`src/rtl/shift_rotate_engine.sv`:
```
// Digit-granular shift/rotate register: parallel load plus a multi-cycle
// command that moves the register one digit per clock for AMOUNT clocks.
//
// state | meaning
// IDLE  | waiting; LOAD/START accepted
// RUN   | one digit step per edge, counter counting down
// FIN   | DONE pulse; LOAD/START still accepted
module shift_rotate_engine #(
  parameter int DIGIT_W = 4,
  parameter int DIGITS  = 16,
  parameter logic [DIGIT_W*DIGITS-1:0] INIT = 64'h41217CF9DAB30832
) (
  input  logic                        CLK,
  input  logic                        RST_N,
  input  logic                        LOAD,
  input  logic [DIGIT_W*DIGITS-1:0]   DATA_IN,
  input  logic                        START,
  input  logic                        DIR,
  input  logic [1:0]                  MODE,
  input  logic [$clog2(DIGITS):0]     AMOUNT,
  input  logic [DIGIT_W-1:0]          FILL,
  output logic [DIGIT_W*DIGITS-1:0]   OUT_SEQ,
  output logic                        BUSY,
  output logic                        DONE
);
  localparam int W  = DIGIT_W * DIGITS;
  localparam int AW = $clog2(DIGITS) + 1;
  localparam logic [AW-1:0] AMT_MAX = AW'(DIGITS);

  typedef enum logic [1:0] {S_IDLE, S_RUN, S_FIN} state_t;

  state_t               state, state_nxt;
  logic                 accept, load_go, start_go;
  logic [AW-1:0]        amt_sat, cnt;
  logic                 dir_q;
  logic [1:0]           mode_q;
  logic [DIGIT_W-1:0]   fill_q, fill_digit;
  logic                 rotate;
  logic [W-1:0]         out_q, step_val;

  assign accept   = (state != S_RUN);
  assign load_go  = accept & LOAD;
  assign start_go = accept & START & ~LOAD;
  assign amt_sat  = (AMOUNT > AMT_MAX) ? AMT_MAX : AMOUNT;
  assign OUT_SEQ  = out_q;

  always_ff @(posedge CLK) begin
    if (!RST_N) state <= S_IDLE;
    else        state <= state_nxt;
  end

  always_comb begin
    state_nxt = state;
    case (state)
      S_RUN: begin
        if (cnt == AW'(1)) state_nxt = S_FIN;
      end
      default: begin
        if (load_go)       state_nxt = S_IDLE;
        else if (start_go) state_nxt = (amt_sat == '0) ? S_FIN : S_RUN;
        else               state_nxt = S_IDLE;
      end
    endcase
  end

  always_comb begin
    BUSY = (state == S_RUN);
    DONE = (state == S_FIN);
  end

  // MODE 00 and 11 both rotate; only MODE 10 uses the latched fill digit.
  always_comb begin
    rotate     = (mode_q == 2'b00) || (mode_q == 2'b11);
    fill_digit = (mode_q == 2'b10) ? fill_q : '0;
    if (dir_q)
      step_val = {out_q[W-DIGIT_W-1:0], rotate ? out_q[W-1:W-DIGIT_W] : fill_digit};
    else
      step_val = {rotate ? out_q[DIGIT_W-1:0] : fill_digit, out_q[W-1:DIGIT_W]};
  end

  always_ff @(posedge CLK) begin
    if (!RST_N) begin
      out_q  <= INIT;
      cnt    <= '0;
      dir_q  <= 1'b0;
      mode_q <= 2'b00;
      fill_q <= '0;
    end else if (load_go) begin
      out_q <= DATA_IN;
    end else if (start_go) begin
      dir_q  <= DIR;
      mode_q <= MODE;
      fill_q <= FILL;
      cnt    <= amt_sat;
    end else if (state == S_RUN) begin
      out_q <= step_val;
      cnt   <= cnt - AW'(1);
    end
  end

endmodule

```
`config.mk`:
```
export PLATFORM = sky130hd
export DESIGN_NAME = shift_rotate_engine
export DESIGN_NICKNAME = d
export VERILOG_FILES = /design/src/rtl/shift_rotate_engine.sv
export SDC_FILE = /design/constraint.sdc
export NUM_CORES = 1
export LEC_CHECK = 0
export CAP_MARGIN = 40
export CORE_ASPECT_RATIO = 0.7
export CORE_MARGIN = 2
export CORE_UTILIZATION = 40
export DETAILED_ROUTE_END_ITERATION = 8
export DONT_BUFFER_PORTS = 1
export PLACE_DENSITY_LB_ADDON = 0.08
export SLEW_MARGIN = 30
export SYNTH_ARGS = -nofsm -noshare
export SYNTH_HDL_FRONTEND = slang
export SYNTH_SLANG_ARGS = --single-unit
```
`constraint.sdc`:
```
create_clock -name CLK -period 1.7 [get_ports CLK]
set_clock_uncertainty 0.15 [all_clocks]
set_input_delay 0.34 -clock CLK [delete_from_list [all_inputs] [get_ports CLK]]
set_output_delay 0.34 -clock CLK [all_outputs]
set_load 0.03 [all_outputs]
```
* Word level (Yosys, flattened, before mapping)
Cells that the tools add are included.
W data, S select, Z words.
** Cells by class
- Add/sub/neg operators :: 1
- $lt $le $gt $ge :: 1
- Equality and inequality tests :: 8
- Muxes and demuxes :: 15
- Bitwise logic cells :: 5
- Reductions and logical operators :: 8
** Operators with widths (count)
- $mux W64 :: 4
- $mux W5 :: 3
- $mux W4 :: 3
- $mux W2 :: 5
- $eq A2 B2 Y1 const B :: 3
- $reduce_and A2 Y1 :: 3
- $eq A5 B1 Y1 const B :: 1
- $gt A5 B5 Y1 const B :: 1
- $logic_not A5 Y1 :: 1
- $sub A5 B1 Y5 const B :: 1
- $ne A2 B1 Y1 const B :: 2
- $reduce_bool A2 Y1 :: 2
- $and A1 B1 Y1 :: 3
- $eq A2 B1 Y1 const B :: 1
- $logic_not A2 Y1 :: 1
- $ne A2 B2 Y1 const B :: 1
- $not A1 Y1 :: 2
- $logic_or A1 B1 Y1 :: 1
** Word-level totals
- Bits in registers :: 78
- Bits of input ports :: 80
- Output and inout port bits :: 66
- Logic and storage cells :: 44

* Longest topological paths before layout
- Word-level depth :: 7
- Depth in mapped cells :: 6
- Depth with buffers taken out :: 5

* Worst setup path after synthesis
OpenSTA, ideal clock, no wires.
- Path kind :: register -> register
- Start point :: register mode_q[0]
- End point :: register out_q[3], in the netlist OUT_SEQ[3]
- Setup time :: 0.070 ns
- Data arrival time :: 1.397 ns
- Required time :: 1.480 ns
- Slack :: 0.082 ns
- Stages on the path, launching flop included :: 7
- Buffers on the path :: 1
- Clock period less this slack :: 1.618 ns
- Path through :: dfxtp_1 -> inv_1 -> ha_1 -> clkbuf_1 -> nand3b_1 -> a311o_1 -> a21oi_1
** On the way
- Longest elaborated chain between the ends :: 7
- Elaborated cells on any way between the ends :: 10
- Classes of those cells :: eq/ne (2); mux (6); reduce/logical (2)
** Ends and longest elaborated chain
- from (decl) :: line 36 : logic [1:0] mode_q;
- from (signal assigned) :: line 86 : mode_q <= 2'b00;
- from (signal assigned) :: line 92 : mode_q <= MODE;
- $eq A2 B2 Y1 (tied with other cells) :: line 74 : fill_digit = (mode_q == 2'b10) ? fill_q : '0;
- $mux W4 / $logic_or A1 B1 Y1 (equally long branches) :: line 74, 73
- $mux W4 * :: line 76 : step_val = {out_q[W-DIGIT_W-1:0], rotate ? out_q[W-1:W-DIGIT_W] : fill_digit};
- $mux W64 * :: line 75 : if (dir_q)
- $mux W64 * :: line 95 : end else if (state == S_RUN) begin
- $mux W64 * :: line 90 : end else if (start_go) begin
- $mux W64 * :: line 88 : end else if (load_go) begin
- to (signal assigned) :: line 96 : out_q <= step_val;
- to (decl) :: line 39 : logic [W-1:0] out_q, step_val;
Mark *: on every way between the ends. The rest lies on a longest branch, timed or not. The select of a mux whose other input is x is not followed.
A chain may end at the register's enable or synchronous reset.

* Worst setup path in the final report
- Start point :: register state[1]
- End point :: output BUSY
** On the way
- Longest elaborated chain between the ends :: 1
** Ends and longest elaborated chain
- from (decl) :: line 32 : state_t state, state_nxt;
- from (signal assigned) :: line 49 : else state <= state_nxt;
- $eq A2 B1 Y1 :: line 67 : BUSY = (state == S_RUN);
- to (decl) :: line 23 : output logic BUSY,
No other way between the ends.

==> summary.log <==
INFO  outcome        status=complete, no violations
INFO  sta            final_hold_viol_count=0
INFO  setup_path     timing.critical_path.from_type=flip-flop
INFO  synth          synth_sequential_area_ratio=0.358
INFO  global_route   groute.usage.overall=0.226
INFO  setup_path     crit_path_frequent_cell=sky130_fd_sc_hd__buf_12
INFO  pwr            vdd_drop_max=0.000459V
INFO  floorplan      starting_density_of_the_core=0.416
INFO  cells_and_area number_of_antenna_diodes=0
INFO  global_route   met2_usage=0.316
INFO  synth          yosys_most_used_dff=sky130_fd_sc_hd__dfxtp_1
INFO  route          wl_per_cell=21.0um
INFO  cells_and_area syn_to_final_growth=16.0%
INFO  synth          yosysWarningCount=0
INFO  cells_and_area fill_cells=1006
INFO  setup_path     cell_by_cell_trace_of_the_critical_path=nand2b_4 -> inv_6 -> buf_12 -> buf_12
INFO  synth          postSynth.asyncResetShare=0
INFO  setup_path     crit_path_end_kind=primary output
INFO  global_route   gr_peak_layer=met1
INFO  sta            final.hold.worst_slack=7.21ps
INFO  cells_and_area register_area=1570um2
INFO  synth          yosys-top-cells-area=sky130_fd_sc_hd__dfxtp_1 36%, sky130_fd_sc_hd__a211oi_1 19%, sky130_fd_sc_hd__nor2b_1 12%
INFO  synth          synth_cell_type_count=38
INFO  setup_path     timing.critical_path.slowest_stage_cell=sky130_fd_sc_hd__dfxtp_2
INFO  route          drtIter0Drc=222
INFO  sta            rsz_0062_raised_after_global_routing=false
INFO  route          via_per_inst=5.94
INFO  placed_design  dpl_worst_slack=-10.7ps
INFO  clocking       clk_pin_slew=60ps
INFO  route          dr_total_vias=3817
INFO  clocking       cts-buffers-inserted=9
INFO  sta            finalSetupViolCount=0
INFO  cells_and_area proportion_of_layout_cells_with_a_drive_suffix_above_1=0.159
INFO  setup_path     category_of_the_most_critical_setup_path=reg -> out
INFO  global_route   grt_antenna_before_repair=0
INFO  global_route   global_route_wire_length_before_repair=20600um
INFO  pwr            p_total=5230uW
INFO  clocking       tritoncts_num_sinks=78
INFO  run            maxCapViolCount=0
INFO  clocking       cts_root_buf=sky130_fd_sc_hd__clkbuf_16
INFO  placed_design  dp_hpwl=8890um
INFO  synth          synthDominantAreaCellType=sky130_fd_sc_hd__dfxtp_1
INFO  clocking       insertion_delay=330ps
INFO  clocking       h-tree-depth=3
INFO  pwr            cellPowerDensity=1040nW/um2
INFO  floorplan      top_level_ports=146
INFO  placed_design  port-buffer-count=0
INFO  placed_design  place.detailed.instances=622
INFO  route          drc=0
INFO  route          detail-route-antenna-nets=0
INFO  sta            drv_slew=0
INFO  floorplan      std_cell_rows=31
INFO  cells_and_area layout.core_utilization=0.483
INFO  setup_path     critPathArrivalTime=1160ps
INFO  synth          netlist_top_cells_count=109 x sky130_fd_sc_hd__a211oi_1, 81 x sky130_fd_sc_hd__nor2b_1, 78 x sky130_fd_sc_hd__dfxtp_1
INFO  synth          synth_largest_type_area_fraction=0.358
INFO  global_route   globalRouteMet1Util=0.332
INFO  floorplan      die-height=91.3um
INFO  min_path       min_path_type=in -> reg
INFO  synth          ys_seq_elements=78
INFO  global_route   grt_max_degree=95
INFO  global_route   first_global_vias=3598
INFO  synth          yosysMostFrequentCell=sky130_fd_sc_hd__a211oi_1
INFO  cells_and_area multi_input_area=2500um2
INFO  sta            fin_crit_sh=0.968
INFO  sta            relSlewSlack=0.607
INFO  placed_design  gp_congestion=0.762
INFO  route          drtPass1Iterations=4
INFO  clocking       clk_path_buf_depth=2
INFO  synth          synthesis.area=4360um2
INFO  synth          syn-mean-instance-area=8.81um2
INFO  floorplan      die_w=129um
INFO  floorplan      core_box_area=10500um2
INFO  global_route   globalRouteMet3Util=0.0790
INFO  floorplan      die_area=11800um2
INFO  setup_path     critPathMaxStageDelay=350ps
INFO  setup_path     worst-path-max-fanout=11
INFO  cells_and_area layout.cells.non_filler=643
INFO  synth          synth-edff-count=0
INFO  sta            tightestPinTransition=590ps
INFO  sta            timing.final.crit_period=1650ps
INFO  setup_path     timing.critical_path.required=1210ps
INFO  cells_and_area layout.nets=590
INFO  synth          syn-num-nets=578
INFO  clocking       cts_tree=built
INFO  synth          post_synth_inst_count=495
INFO  route          drt_wl_total=13500um
INFO  global_route   sum_of_overflow_across_all_layers_after_global_routing=0
INFO  sta            clock.fmax=0.607GHz
INFO  pwr            power.leakage=0.00186uW
INFO  sta            post-route-worst-setup-slack=53.6ps
critical path, delay by kind of cell (launching register included):
kind          cells  cell delay, ps
buf+inv           3             310
flops             1             350
simple gates      1             160
power by group:
| part | leakage (uW) | switching (uW) | internal [uW] | total (uW) |
|---|---|---|---|---|
| combinational | 0.00107 | 587 | 484 | 1070 |
| clock | 0.000137 | 755 | 1050 | 1810 |
| sequential | 0.000648 | 353 | 2000 | 2360 |
| total | 0.00186 | 1700 | 3540 | 5230 |
layout make-up:
type,instances,share of cell area
Multi-Input combinational cell,356,0.494
Sequential cell,78,0.310
Timing Repair Buffer,53,0.101
Clock buffer,11,0.0500
Tap cell,132,0.0327
Inverter,9,0.00767
Clock inverter,4,0.00445
through the flow:
stage                     setup TNS (ps)  instance area [um2]
after floorplan                        0                 4360
after global placement                 0                 4680
after detailed placement           -10.7                 4680
after CTS                              0                 5020
after global routing                   0                 5060
final                                  0                 5060
routing by layer:
| metal | vias to the layer above | share of wire |
|---|---|---|
| met5 | - | 0 |
| met2 | 117 | 0.42 |
| met4 | 0 | 0.0077 |
| li1 | 1875 | - |
| met3 | 7 | 0.083 |
| met1 | 1818 | 0.49 |
logic make-up after synthesis:
family,synth area share
DFF,0.358
buffers and inverters,0.0732
adders and majority gates,0.00861
AOI/OAI and AO/OA,0.294
muxes,0.0867
and+or+nand+nor,0.177
xor gates and xnor gates,0.00201
cell usage in the layout, fill, tap and decap left out, types with 3 or more instances in the layout:
master                        n
sky130_fd_sc_hd__o211a_1      5
sky130_fd_sc_hd__a21oi_1     19
sky130_fd_sc_hd__nand2_1     18
sky130_fd_sc_hd__clkbuf_16    9
sky130_fd_sc_hd__nor2_1       4
sky130_fd_sc_hd__nand3b_1     5
sky130_fd_sc_hd__nand3_1      9
sky130_fd_sc_hd__a221o_1      4
sky130_fd_sc_hd__o21ai_0     33
sky130_fd_sc_hd__a31oi_1      3
sky130_fd_sc_hd__dfxtp_1     75
sky130_fd_sc_hd__buf_12       7
sky130_fd_sc_hd__buf_4       45
sky130_fd_sc_hd__a211oi_1   109
sky130_fd_sc_hd__mux2i_1     31
sky130_fd_sc_hd__mux2_2       6
sky130_fd_sc_hd__clkinv_2     3
sky130_fd_sc_hd__inv_1        7
sky130_fd_sc_hd__o221ai_1     3
sky130_fd_sc_hd__nor2b_1     81
sky130_fd_sc_hd__a311o_1      3
flip-flops by register name, summed over array words and instances (netlist names):
| name | flops |
|---|---|
| cnt | 5 |
| OUT_SEQ | 64 |
| mode_q | 2 |
| fill_q | 4 |
| state | 2 |
| dir_q | 1 |
worst paths after layout:
| check | from | end | slack, ps | cells past startpoint |
|---|---|---|---|---|
| setup / recovery | state[1] | BUSY | 50 | 4 |
| hold / removal | MODE[0] | mode_q[0] | 7 | 2 |
| setup reg to reg | state[1] | OUT_SEQ[5] | 90 | 6 |
| hold reg to reg | fill_q[1] | fill_q[1] | 340 | 2 |
timing repair:
action / 4_1_cts / 5_1_grt
setup buffers: 0 / 4
hold endpoints to repair: 31 / 0
gates cloned: 1 / 0
hold buffers: 1 / 0
gates resized for setup: 5 / 1
endpoints found under the setup margin: 3 / 4
(Power assumes the default switching activity.)
